## config.mk

```make
export PLATFORM = sky130hd
export DESIGN_NAME = enemy_spawn_ctrl
export DESIGN_NICKNAME = d
export VERILOG_FILES = /design/src/rtl/enemy_spawn_ctrl.sv
export SDC_FILE = /design/constraint.sdc
export NUM_CORES = 1
export LEC_CHECK = 0
export ABC_AREA = 0
export BUFFER_PORTS_ARGS = -buffer_cell sky130_fd_sc_hd__buf_2
export CAP_MARGIN = 20
export CORE_UTILIZATION = 55
export CTS_CLUSTER_SIZE = 25
export DETAILED_ROUTE_END_ITERATION = 12
export HOLD_SLACK_MARGIN = 0.06
export PLACE_DENSITY_LB_ADDON = 0.1
export SYNTH_ARGS = -nofsm -noshare
export SYNTH_HDL_FRONTEND = slang
export SYNTH_SLANG_ARGS = --single-unit
```

## constraint.sdc

```tcl
create_clock -name clk -period 6.82 [get_ports clk]
set_clock_uncertainty 0.1 [all_clocks]
set_input_delay 1.023 -clock clk [delete_from_list [all_inputs] [get_ports clk]]
set_output_delay 1.023 -clock clk [all_outputs]
set_load 0.03 [all_outputs]
```

## src/rtl/enemy_spawn_ctrl.sv

```systemverilog
// Enemy spawn controller: owns game state, slot enables, lives, kills
// and the speed level fed to the y-coordinate stage.
module enemy_spawn_ctrl #(
    parameter logic [23:0] SPAWN_INTERVAL = 24'd12500000,
    parameter int          LEVEL_KILLS    = 8
) (
    input  logic       clk,
    input  logic       reset,
    input  logic       start,
    input  logic [9:0] hit,
    input  logic [9:0] touch_edge,
    output logic [9:0] c_en,
    output logic [9:0] des,
    output logic       move_en,
    output logic [1:0] flying_rate,
    output logic [1:0] lives,
    output logic [7:0] kills,
    output logic       game_over
);

    typedef enum logic [1:0] {IDLE, RUN, OVER} state_t;

    state_t      state, state_n;
    logic [9:0]  c_en_n, des_n;
    logic [1:0]  lives_n, rate_n;
    logic [7:0]  kills_n;
    logic [3:0]  ptr, ptr_n;
    logic [23:0] timer, timer_n;

    logic [9:0]  hit_v, edge_v;
    logic [3:0]  hit_cnt, edge_cnt;
    logic [8:0]  kill_sum;
    logic [4:0]  slot;

    function automatic logic [3:0] pop10(input logic [9:0] v);
        logic [3:0] n;
        n = '0;
        for (int i = 0; i < 10; i++) n = n + {3'b000, v[i]};
        return n;
    endfunction

    // Lowest rotation distance from the pointer wins: scan far-to-near.
    function automatic logic [4:0] find_slot(input logic [9:0] used,
                                             input logic [3:0] from);
        logic [4:0] r;
        int idx;
        r = '0;
        for (int k = 9; k >= 0; k--) begin
            idx = (int'(from) + k) % 10;
            if (!used[idx]) r = {1'b1, 4'(idx)};
        end
        return r;
    endfunction

    assign hit_v    = hit & c_en;
    assign edge_v   = touch_edge & c_en & ~hit;
    assign hit_cnt  = pop10(hit_v);
    assign edge_cnt = pop10(edge_v);
    assign kill_sum = {1'b0, kills} + {5'b00000, hit_cnt};
    assign slot     = find_slot(c_en, ptr);

    assign move_en   = (state == RUN);
    assign game_over = (state == OVER);

    always_ff @(posedge clk) begin
        if (reset) begin
            state       <= IDLE;
            c_en        <= '0;
            des         <= '0;
            flying_rate <= 2'b01;
            lives       <= 2'd3;
            kills       <= '0;
            ptr         <= '0;
            timer       <= SPAWN_INTERVAL - 24'd1;
        end else begin
            state       <= state_n;
            c_en        <= c_en_n;
            des         <= des_n;
            flying_rate <= rate_n;
            lives       <= lives_n;
            kills       <= kills_n;
            ptr         <= ptr_n;
            timer       <= timer_n;
        end
    end

    always_comb begin
        state_n = state;
        c_en_n  = c_en;
        des_n   = '0;
        lives_n = lives;
        kills_n = kills;
        ptr_n   = ptr;
        timer_n = timer;
        if (int'(kills) < LEVEL_KILLS)          rate_n = 2'b01;
        else if (int'(kills) < 2 * LEVEL_KILLS) rate_n = 2'b10;
        else                                    rate_n = 2'b11;

        unique case (state)
            IDLE, OVER: begin
                c_en_n = '0;
                if (start) begin
                    state_n = RUN;
                    lives_n = 2'd3;
                    kills_n = '0;
                    ptr_n   = '0;
                    timer_n = SPAWN_INTERVAL - 24'd1;
                end
            end
            RUN: begin
                c_en_n  = c_en & ~(hit_v | edge_v);
                des_n   = hit_v | edge_v;
                kills_n = kill_sum[8] ? 8'hff : kill_sum[7:0];
                if ({2'b00, lives} <= edge_cnt) lives_n = 2'd0;
                else lives_n = lives - edge_cnt[1:0];

                if (lives_n == 2'd0) begin
                    // Game ends: flush every slot active this cycle.
                    state_n = OVER;
                    c_en_n  = '0;
                    des_n   = c_en;
                end else if (timer == 24'd0) begin
                    timer_n = SPAWN_INTERVAL - 24'd1;
                    if (slot[4]) begin
                        c_en_n[slot[3:0]] = 1'b1;
                        ptr_n = (slot[3:0] == 4'd9) ? 4'd0
                                                    : slot[3:0] + 4'd1;
                    end
                end else begin
                    timer_n = timer - 24'd1;
                end
            end
            default: state_n = IDLE;
        endcase
    end

endmodule

```

==> metrics.md <==
| Metric | Value |
|---|---|
| Outcome | finished, final reports clean |
| Number of buffers created by CTS | 9 |
| Total die area | 13,900 um2 |
| Clock-pin slew on the worst setup and hold paths | 0.05 ns |
| Internal power | roughly 0.71 mW |
| Antenna-violating nets left | 0 |
| Final worst-path cycle share | 0.900 |
| Layout area overhead | 8.70% |
| Crit path DAT | between 6 and 7 ns |
| Synth cell types | around 110 |
| WHS Path Cells | 2 |
| Area of the multi-input gates | 5710 um2 |
| Syn Std Cell Area | between 7000 and 8000 um2 |
| WL/cell | between 15 and 20 um |
| Die X | roughly 120 um |
| Max incr delay on CP | 0.54 ns |
| WHS Endpoint | kills[1] |
| Htree depth | 3 |
| Filler Cell Count | about 1,100 |
| CP most frequent cell | fa_1 |
| Vias in the first global route | just under 7,000 |
| Hold crit path type | reg -> reg |
| Worst R2R Start | c_en[1] |
| First-pass GRT wire length | about 33,000 um |
| Setup TNS | 0 ns |
| Async set-reset flop share out of synthesis | 0 |
| Unrepaired setup endpoints after global routing | no |
| Post-synth EDFFs | 0 |
| Vias/cell | 6.40 |
| ANT cells | 0 |
| Critical R2R Capture | timer[20] |
| Worst Tran Pin Value | 0.805 ns |
| Type of origin of the critical path | primary input |
| Syn Area/Cell | about 8.2 um2 |
| Final hold vios | 0 |
| Warning count from the yosys run | 0 |
| Hold wc startpoint | kills[1] |
| Sw Pwr | around 0.2 mW |
| Initial core utilization | 0.574 |
| Register area | around 1200 um2 |
| Finish-stage setup viols | 0 |
| Flop2flop setup slack | around 0.9 ns |
| Core area | roughly 13,000 um2 |
| Final Util | 0.624 |
| Crit path required time | 6.94 ns |
| Flops & latches, synth | 62 |
| Detailed Route WL | roughly 20,000 um |
| Post-synthesis sequential area ratio | 0.168 |
| CTS tree | yes |
| 1st-pass router iterations | 5 |
| # rows | between 40 and 50 |
| Post-CTS Setup Inserts | 0 |
| Peak supply drop | 195 uV |
| Drc violations | 0 |
| Skew-Pair Late Insertion Delay | approximately 0.34 ns |
| Hold Buf Count CTS | 0 |
| Power per cell area | approximately 110 nW/um2 |
| Post-Syn Instances | 900 |
| Nets@finish | 1,025 |
| Fmax | 163 MHz |
| CP max-delay cell | fa_1 |
| Commonest non-fill, non-tap cell in the layout | nand2_1 |
| Max_cap viols | 0 |
| Final HPWL DP | roughly 16,000 um |
| Final Max Tran Viols | 0 |
| Slew HR | 0.459 |
| Most frequent cells in the layout | nand2_1, nor2_1, dfxtp_1, buf_2, ha_1 |
| Num ports | 57 |
| Post-Syn Nets | between 900 and 1,000 |
| WS Path Type | in -> reg |
| CP Cell Sequence | buf_2 -> nand2_1 -> nor2_1 -> fa_1 -> fa_1 -> inv_1 -> fa_1 -> inv_1 -> ha_1 -> fa_1 -> fa_1 -> o21ai_0 -> nand3_1 -> nand2_1 -> nand3_1 -> or2_2 -> or4_1 -> nor3_1 -> xnor2_1 -> nand2_1 |
| Post-route cell area | between 8000 and 9000 um2 |
| DR iter-0 viols | between 400 and 500 |
| Clock period minus worst slack | between 6 and 7 ns |
| Remaining Overflow, GRT | 0 |
| Share of cells above drive strength 1 | 0.178 |
| Initial antenna violation count | 0 |
| Combinational power share | 0.056 |
| CTS Buffer Depth | 2 |
| Port-buffer cells | 56 |
| Cts repair resizes | 0 |
| CP endpoint kind | register |
| Die Y | 118 um |
| Top FF cell, synth | dfxtp_1 |
| Gr usage total | 0.292 |
| Clk sinks | 62 |
| Root Driver | clkbuf_16 |
| Sw Share | 0.221 |
| Leak | roughly 3.2 nW |
| Vias | roughly 7,200 |
| R2R depth | 19 |
| Placed Area | 7710 um2 |
| Crit path max fanout | 6 |
| GPL Wtd Cong | roughly 0.91 |
| Clock power frac | 0.541 |
| Final Power | between 0.9 and 1 mW |
| Largest net degree at the start of global routing | 34 |
| Flop pwr share | 0.403 |
area by class of cell:
cell class / count / share of cell area
Tap cell: 172 / 0.0268
Timing Repair Buffer: 69 / 0.0475
Multi-Input combinational cell: 757 / 0.711
Inverter: 42 / 0.0198
Sequential cell: 62 / 0.154
Clock buffer: 10 / 0.0297
Clock inverter: 6 / 0.0106
metal layers:
metal	global-route usage	share of wire	up-vias
met4	0.155	0.038	0
met2	0.504	0.48	275
met1	0.353	0.43	3385
li1	-	-	3447
met3	0.0344	0.050	53
met5	0	0	-
state kept, by name, summed over array words and instances, names as in the netlist:
signal and cells:
flying_rate 2, state 2, ptr 4, c_en 10, lives 2, kills 8
timer 24, des 10
metrics by stage:
step                cells  worst slack [ns]  hold WS, ns
floorplan             900             0.863        0.357
detailed placement   1102             0.320        0.358
global placement     1101             0.482        0.348
global route         1118             0.428        0.383
finish               1118             0.680        0.359
CTS                  1118             0.679        0.367
kinds of logic (layout without fill, tap and decap cells):
kind of cell	after synthesis	in the layout	share of synthesized area
simple gates	339	339	0.240
compound gates	262	262	0.272
flops	62	62	0.168
buf+inv	81	127	0.0591
mux	50	50	0.0863
fa+ha+maj	65	65	0.123
xor+xnor	41	41	0.0516
worst max-delay path by stage:
stage                       start        end  slack [ns]  depth (start not counted)
global route        touch_edge[1]  timer[20]        0.43                         20
global placement    touch_edge[1]  timer[22]        0.48                         19
floorplan           touch_edge[1]  timer[22]        0.86                         18
finish              touch_edge[1]  timer[20]        0.68                         20
detailed placement  touch_edge[1]  timer[20]        0.32                         20
CTS                 touch_edge[1]  timer[20]        0.68                         20
worst max-delay path: cells and delay by family:
kind                     cells  cell delay, ns
XOR/XNOR                     1            0.15
buffers and inverters        3            0.21
adder cells (fa/ha/maj)      6            2.75
AND/OR/NAND/NOR              9            1.80
AO/OA/AOI/OAI                1            0.32
cells in the mapped netlist (8+ instances only):
| cell | number | area, um2 |
|---|---|---|
| nand2_1 | 83 | 312 |
| nor2_1 | 76 | 285 |
| dfxtp_1 | 62 | 1240 |
| ha_1 | 47 | 588 |
| o21ai_0 | 41 | 205 |
| a21oi_1 | 39 | 195 |
| inv_1 | 38 | 143 |
| mux2i_1 | 30 | 300 |
| xnor2_1 | 30 | 263 |
| nor3_1 | 22 | 110 |
| clkbuf_1 | 21 | 78.8 |
| nand3_1 | 21 | 105 |
| o31ai_1 | 19 | 143 |
| nand2b_1 | 17 | 106 |
| nor2b_1 | 17 | 106 |
| fa_1 | 14 | 280 |
| o311a_1 | 13 | 130 |
| nand3b_1 | 12 | 90.1 |
| or3_1 | 12 | 75.1 |
| a211oi_1 | 11 | 82.6 |
| and2_1 | 11 | 68.8 |
| mux2_2 | 10 | 113 |
| nor4_1 | 10 | 62.6 |
| nand4_1 | 9 | 56.3 |
| or2_2 | 9 | 56.3 |
| o22ai_1 | 8 | 50.1 |
| xor2_1 | 8 | 70.1 |
power by group through the flow:
stage	Combinational (mW)	Clock, mW	Sequential [mW]
2_1_floorplan	0.0278	0	0.376
3_3_place_gp	0.0474	0	0.374
3_5_place_dp	0.0498	0	0.374
4_1_cts	0.0501	0.500	0.367
5_1_grt	0.0548	0.514	0.367
6_report	0.0506	0.493	0.367
Note: power is estimated with default switching activity, not from simulation.
